[src/rtl/wash_phase_timer.sv]
// wash_phase_timer: times each phase of the coin-operated washer controller.
// Each phase lasts a fixed number of ticks. When a phase has run its full
// duration, the block sends a one-clock tempo pulse that moves the controller
// to the next phase.
//
// Ports:
//   clk          system clock, rising edge
//   reset        asynchronous, active-low reset
//   molho        soak phase active
//   lavar        wash phase active
//   enxague      rinse phase active
//   centrifugar  spin phase active
//   pausar       spin paused (lid open)
//   tempo        phase-elapsed pulse, one clk wide
//   remaining    ticks left in the current phase
//   busy         timer counting
//   err          more than one phase input high on the last sample
module wash_phase_timer #(
    parameter int PRESCALE = 50,
    parameter int CNT_W    = 8,
    parameter int T_MOLHO  = 20,
    parameter int T_LAVAR  = 40,
    parameter int T_ENXAG  = 30,
    parameter int T_CENTR  = 25
) (
    input  logic             clk,
    input  logic             reset,
    input  logic             molho,
    input  logic             lavar,
    input  logic             enxague,
    input  logic             centrifugar,
    input  logic             pausar,
    output logic             tempo,
    output logic [CNT_W-1:0] remaining,
    output logic             busy,
    output logic             err
);

    localparam int PW = (PRESCALE > 1) ? $clog2(PRESCALE) : 1;
    localparam logic [PW-1:0] PRESC_LAST = PW'(PRESCALE - 1);

    typedef enum logic [1:0] {IDLE, RUN, DONE, HOLD} state_t;

    state_t           state_q, state_d;
    logic [4:0]       prev_q, prev_d;
    logic [CNT_W-1:0] remaining_q, remaining_d;
    logic [PW-1:0]    presc_q, presc_d;
    logic             tempo_q, tempo_d;
    logic             err_q, err_d;

    // Bit order: molho, lavar, enxague, centrifugar, pausar.
    logic [4:0] phase;
    logic       multi, none, paused, changed, tick;
    logic [CNT_W-1:0] dur;

    assign phase   = {molho, lavar, enxague, centrifugar, pausar};
    // Clearing the lowest set bit leaves something only if two or more bits are set.
    assign multi   = (phase & (phase - 5'd1)) != 5'd0;
    assign none    = phase == 5'd0;
    assign paused  = phase == 5'b00001;
    assign changed = phase != prev_q;
    assign tick    = presc_q == PRESC_LAST;

    always_comb begin
        dur = '0;
        case (phase)
            5'b10000: dur = CNT_W'(T_MOLHO);
            5'b01000: dur = CNT_W'(T_LAVAR);
            5'b00100: dur = CNT_W'(T_ENXAG);
            5'b00010: dur = CNT_W'(T_CENTR);
            default:  dur = '0;
        endcase
        // A zero-length phase still has to produce a pulse, so it counts as one tick.
        if (dur == '0) dur = CNT_W'(1);
    end

    always_comb begin
        state_d     = state_q;
        prev_d      = phase;
        remaining_d = remaining_q;
        presc_d     = presc_q;
        tempo_d     = 1'b0;
        err_d       = 1'b0;

        if (multi) begin
            state_d     = IDLE;
            remaining_d = '0;
            presc_d     = '0;
            err_d       = 1'b1;
        end else if (none) begin
            state_d = IDLE;
        end else if (paused) begin
            if (state_q == RUN || state_q == DONE) state_d = HOLD;
        end else begin
            // Exactly one timed phase is high.
            case (state_q)
                IDLE: begin
                    remaining_d = dur;
                    presc_d     = '0;
                    state_d     = RUN;
                end
                RUN: begin
                    if (changed) begin
                        // The controller moved on early. Drop the old count. This
                        // also takes priority over a tick expiring on the same edge.
                        remaining_d = dur;
                        presc_d     = '0;
                    end else begin
                        presc_d = tick ? '0 : presc_q + PW'(1);
                        if (tick) begin
                            if (remaining_q <= CNT_W'(1)) begin
                                remaining_d = '0;
                                tempo_d     = 1'b1;
                                state_d     = DONE;
                            end else begin
                                remaining_d = remaining_q - CNT_W'(1);
                            end
                        end
                    end
                end
                DONE: begin
                    if (changed) begin
                        remaining_d = dur;
                        presc_d     = '0;
                        state_d     = RUN;
                    end
                end
                HOLD: begin
                    // Closing the lid on an unfinished spin picks up the frozen count.
                    if (!(centrifugar && remaining_q != '0)) begin
                        remaining_d = dur;
                        presc_d     = '0;
                    end
                    state_d = RUN;
                end
                default: state_d = IDLE;
            endcase
        end
    end

    always_ff @(posedge clk or negedge reset) begin
        if (!reset) begin
            state_q     <= IDLE;
            prev_q      <= '0;
            remaining_q <= '0;
            presc_q     <= '0;
            tempo_q     <= 1'b0;
            err_q       <= 1'b0;
        end else begin
            state_q     <= state_d;
            prev_q      <= prev_d;
            remaining_q <= remaining_d;
            presc_q     <= presc_d;
            tempo_q     <= tempo_d;
            err_q       <= err_d;
        end
    end

    assign tempo     = tempo_q;
    assign remaining = remaining_q;
    assign busy      = state_q == RUN;
    assign err       = err_q;

endmodule

[config.mk]
export PLATFORM = sky130hd
export DESIGN_NAME = wash_phase_timer
export DESIGN_NICKNAME = d
export VERILOG_FILES = /design/src/rtl/wash_phase_timer.sv
export SDC_FILE = /design/constraint.sdc
export NUM_CORES = 1
export LEC_CHECK = 0
export CAP_MARGIN = 20
export CELL_PAD_IN_SITES_DETAIL_PLACEMENT = 1
export CELL_PAD_IN_SITES_GLOBAL_PLACEMENT = 1
export CORE_UTILIZATION = 46
export CTS_CLUSTER_SIZE = 16
export DETAILED_ROUTE_END_ITERATION = 12
export PLACE_DENSITY = 0.87
export SLEW_MARGIN = 20
export SYNTH_ARGS = -nofsm -noshare
export SYNTH_HDL_FRONTEND = slang
export SYNTH_SLANG_ARGS = --single-unit
[constraint.sdc]
create_clock -name clk -period 3.8 [get_ports clk]
set_input_delay 0.76 -clock clk [delete_from_list [all_inputs] [get_ports clk]]
set_output_delay 0.76 -clock clk [all_outputs]
set_load 0.005 [all_outputs]
==> Word level (Yosys, flattened, before mapping) <==
Cells that the tools add are included.
{ "totals": {"regBits": 23, "elab_cells": 78, "out_inout_bits": 11} }
{ "op_classes": {"muxes": 36, "bitwise": 1, "add_sub_neg": 3, "reduce_logical": 11, "eq_ne": 20, "magnitude_cmp": 1} }
{ "ops": {"columns": ["op", "count"], "rows": [
  ["two-way mux 8 bit", 9],
  ["one-hot mux 6 bit (4 select lines)", 2],
  ["two-way mux 6 bit", 7],
  ["one-hot mux 8 bit (4 select lines)", 1],
  ["two-way mux 2 bit", 8],
  ["!= test 5 x 1 -> 1 bit (second input constant)", 2],
  ["!= test 5 bit (second input constant)", 2],
  ["AND reduction 5 bit", 2],
  ["<= comparator 8 x 1 -> 1 bit (second input constant)", 1],
  ["logical NOT 8 bit", 1],
  ["two-way mux 1 bit", 8],
  ["nonzero test 8 bit", 1],
  ["subtractor 8 x 1 -> 8 bit (second input constant)", 1],
  ["adder 6 x 1 -> 6 bit (second input constant)", 1],
  ["== test 6 bit (second input constant)", 1],
  ["!= test 3 bit (second input constant)", 2],
  ["one-hot mux 2 bit (3 select lines)", 1],
  ["AND 5 bit", 1],
  ["== test 5 x 1 -> 1 bit (second input constant)", 1],
  ["== test 5 x 2 -> 1 bit (second input constant)", 1],
  ["== test 5 x 3 -> 1 bit (second input constant)", 1],
  ["== test 5 x 4 -> 1 bit (second input constant)", 1],
  ["== test 5 bit (second input constant)", 1],
  ["logical NOT 5 bit", 1],
  ["other kinds (13)", 15]
]} }

==> Logic depth before layout (Yosys ltp) <==
{ "logic_depth": {"ltp_word": 9, "depth_mapped": 9, "mapped_depth_nobuf": 8} }

==> Worst setup path after synthesis <==
OpenSTA, ideal clock, no wires.
{ "synth_path": {"path_type": "input-to-reg", "from": "input port pausar", "to": "register remaining_q[7] (netlist: remaining[7])", "path_stages": 7, "arrival_ns": 2.227, "setup_slack_ns": 1.504, "required_ns": 3.731, "n_path_buf": 1, "cell_sequence": "buf_6 maj3_2 o21ai_2 inv_2 nor3_2 or4b_1 nand3_1"} }
{ "synth_between": {"elab_chain_len": 6} }
{ "synth_lines": {"columns": ["element", "line_no", "rtl"], "rows": [
  ["start, declared", "32", "input logic pausar,"],
  ["parallel branches: the longest is 6 deep, another holds subtractor 5 x 1 -> 5 bit", null, null],
  ["end signal, assigned", "152", "remaining_q <= remaining_d;"],
  ["end, declared", "46", "logic [CNT_W-1:0] remaining_q, remaining_d;"]
]} }
Several ways; the timed one is not identified. The select of a mux whose other input is x is not followed.
A chain may end at the register's enable or synchronous reset.

==> Final worst setup path <==
{ "layout_path": {"from": "input port molho", "to": "register remaining_q[7] (netlist: remaining[7])"} }
{ "layout_between": {"elab_chain_len": 6} }
{ "layout_lines": {"columns": ["element", "line_no", "rtl"], "rows": [
  ["start, declared", "28", "input logic molho,"],
  ["parallel branches: the longest is 6 deep, another holds subtractor 5 x 1 -> 5 bit", null, null]
]} }
Several ways; the timed one is not identified. The select of a mux whose other input is x is not followed.

==> summary.md <==
| Metric | Value |
|---|---|
| Highest-count cells in the layout ignoring fill and taps | sky130_fd_sc_hd__dfrtp_1, sky130_fd_sc_hd__clkdlybuf4s50_1, sky130_fd_sc_hd__nand2_1, sky130_fd_sc_hd__nor2_1 |
| Post-Synthesis Cells | 180 |
| Maximum vdd drop | 133 µV |
| Number of vias per cell | 5.51 |
| First-pass GRT wire length | 6270 µm |
| CP Max Fanout | 15 |
| Final worst clock skew | 0.00325 ns |
| Number of max-capacitance violations reported | 0 |
| Cell family contributing the most delay on the critical path | simple AND/OR/NAND/NOR gates |
| Result of the run | finished, final reports clean |
| Post-cts repair resize count | 0 |
| Async set or reset register ratio after synthesis | 1.00 |
| Number of antenna violations at the first check in global routing | 0 |
| Largest cells by area after synthesis | sky130_fd_sc_hd__dfrtp_1, sky130_fd_sc_hd__xor2_1, sky130_fd_sc_hd__ha_1, sky130_fd_sc_hd__a21oi_1, sky130_fd_sc_hd__nand2_1 |
| Width of the die | 60.9 µm |
| Inserted Clock Buffers | 3 |
| Hold buffer count at CTS | 0 |
| Leakage dissipation | 0.755 nW |
| Endpoints failing hold | 0 |
| Routed len/inst | 16.2 µm |
| Share of cells above drive strength 1 | 0.0812 |
| Final worst path period share | 0.803 |
| Seq cells post-synth | 23 |
| Critical setup path kind | in -> reg |
| Library cells used by synthesis | 46 |
| Area growth from synthesis to final layout | 13.6% |
| Latest clock arrival within the worst-skew pair | 0.33 ns |
| Clk sinks | 23 |
| Post-DRT Antenna Nets | 0 |
| Final TNS setup | 0 ns |
| Count of unresolved DRC violations after routing | 0 |
| Share of Yosys cell area claimed by the top area cell type | 0.361 |
| Number of global-route vias before repair | 1318 |
| Yosys warning count | 0 |
| Cell type with the highest aggregate area in the netlist | sky130_fd_sc_hd__dfrtp_1 |
| Cells along the critical path | clkdlybuf4s50_1, xor2_1, nor3_4, nand2_1, nor3_2, or4b_1, nand3_1 |
| Stage delay of the slowest cell on the critical path | 0.84 ns |
| Hold Crit Class | in -> async |
| WP buf/inv | 1 |
| Final setup fails | 0 |
| Final Critical Period | 3.05 ns |
| Overall fraction of global-route tracks in use | 0.235 |
| Final net count | 213 |
| Sum of overflow across all layers after global routing | 0 |
| Mapped Area | 1600 µm² |
| Element type at the critical path end | register |
| Final HPWL DP | 3150 µm |
| Headroom to the max-slew limit | 0.615 |
| Worst-Margin Slew | 0.576 ns |
| CTS H-tree lvls | 1 |
| Mean Syn Cell Area | 8.87 µm² |
| Total routed wirelength | 3940 µm |
| Number of iterations in the first detailed-routing pass | 4 |
| Most used flip-flop cell after synthesis | sky130_fd_sc_hd__dfrtp_1 |
| Most common library cell in the layout ignoring fill and taps | sky130_fd_sc_hd__dfrtp_1 |
| Overall die area | 3710 µm² |
| Pin count of the biggest net entering global routing | 24 |
| Total nets after synthesis | 195 |
| Iteration-0 DRC Markers | 40 |
| Power Density | 265 nW/µm² |
| Port Buffers | 17 |
| N_diodes | 0 |
| Slowest stage cell, crit path | sky130_fd_sc_hd__clkdlybuf4s50_1 |
| Clock Tree Buf Depth | 2 |
| Utilization of the core after routing | 0.544 |
| Die Ht | 60.9 µm |
| CTS tree | yes |
| Final weighted congestion in routability-driven placement | 0.781 |
| Count of final max-slew check failures | 0 |
| I/O pin cnt | 18 |
| RSZ-0062 raised after global routing | no |
| Critical path arrival | 3.33 ns |
| Upper clock frequency limit | 328 MHz |
| Number of enable flip-flop cells after synthesis | 0 |
| Effective utilization at floorplan | 0.478 |
| Master cell of the clock root buffer | sky130_fd_sc_hd__clkbuf_4 |
| Count of standard-cell rows | 21 |
| Buffers inserted by post-CTS timing repair | 0 |
| Sequential element share of the synthesized area | 0.361 |
| DR vias | 1339 |
| Clock-pin slew of the registers on the worst-case setup and hold paths | 0.13 ns |
| Data required time of the critical path | 4.07 ns |
| Floorplan Core Area | 3340 µm² |
| Kind of launch point of the worst setup path | primary input |
[kinds of logic (layout without fill, tap and decap cells)]
kind of cell | count (synthesis) | after routing | synth area share
flops | 23 | 23 | 0.361
xor+xnor | 16 | 16 | 0.0878
simple gates | 76 | 76 | 0.271
compound gates | 40 | 40 | 0.156
buf+inv | 16 | 33 | 0.0549
fa+ha+maj | 9 | 9 | 0.0698
[cell type report]
type,instances,area [µm²]
sequential,23,576
clock buffer,4,26.3
tap,46,57.6
timing repair buffer,20,188
fill,398,1520
inverter,9,33.8
multi-input combinational,141,933
[report_power, final]
part,switching (W),total (W),internal (W)
Sequential,0.00000690,0.000259,0.000252
Clock,0.0000806,0.000122,0.0000412
Combinational,0.0000602,0.000100,0.0000402
[flip-flops by register name, indices dropped and copies added (netlist names)]
name       flops
presc_q        6
err            1
tempo          1
state_q        2
remaining      8
prev_q         5
[through the flow]
stage          cell area, µm²  hold slack, ns  setup WS, ns  std cells  power (W)
2_1_floorplan            1600           0.464          1.50        180   0.000329
3_3_place_gp             1790           0.547         0.615        239   0.000358
3_5_place_dp             1790           0.558         0.420        239   0.000364
4_1_cts                  1820           0.588         0.766        243   0.000484
5_1_grt                  1810           0.401         0.566        243   0.000509
6_report                 1810           0.389         0.748        243   0.000481
[synth_stat cells, types with 2 or more instances]
cell	count
sky130_fd_sc_hd__xnor2_1	4
sky130_fd_sc_hd__o211ai_1	3
sky130_fd_sc_hd__nand2b_1	2
sky130_fd_sc_hd__a21oi_1	12
sky130_fd_sc_hd__nor2_1	15
sky130_fd_sc_hd__ha_1	8
sky130_fd_sc_hd__dfrtp_1	23
sky130_fd_sc_hd__buf_6	3
sky130_fd_sc_hd__nor4_1	4
sky130_fd_sc_hd__or3_1	2
sky130_fd_sc_hd__nor3_2	2
sky130_fd_sc_hd__clkbuf_1	2
sky130_fd_sc_hd__nand3_1	10
sky130_fd_sc_hd__or4_1	2
sky130_fd_sc_hd__and2_1	6
sky130_fd_sc_hd__xor2_1	12
sky130_fd_sc_hd__nor3_1	7
sky130_fd_sc_hd__o21ai_0	11
sky130_fd_sc_hd__a31oi_1	2
sky130_fd_sc_hd__a211oi_1	2
sky130_fd_sc_hd__nand2_1	15
sky130_fd_sc_hd__o22a_1	2
sky130_fd_sc_hd__inv_1	8
[routing by layer]
layer / wire [µm] / global-route usage / share of wire
met5: 0 / 0 / 0
met2: 2020 / 0.403 / 0.51
met1: 1770 / 0.301 / 0.45
met3: 92 / 0.0341 / 0.023
met4: 52 / 0.0812 / 0.013
[final timing paths]
kind,from,depth (start not counted),endpoint,slack (ns)
worst min register to register,remaining[1],2,remaining[1],0.58
worst min-delay path,reset,1,presc_q[4],0.39
worst max register to register,state_q[1],8,remaining[7],1.35
min in group clk,remaining[1],2,remaining[1],0.58
max in group asynchronous,reset,1,remaining[3],3.06
worst max-delay path,molho,7,remaining[7],0.75
No activity file was read; power rests on OpenSTA's default activity.
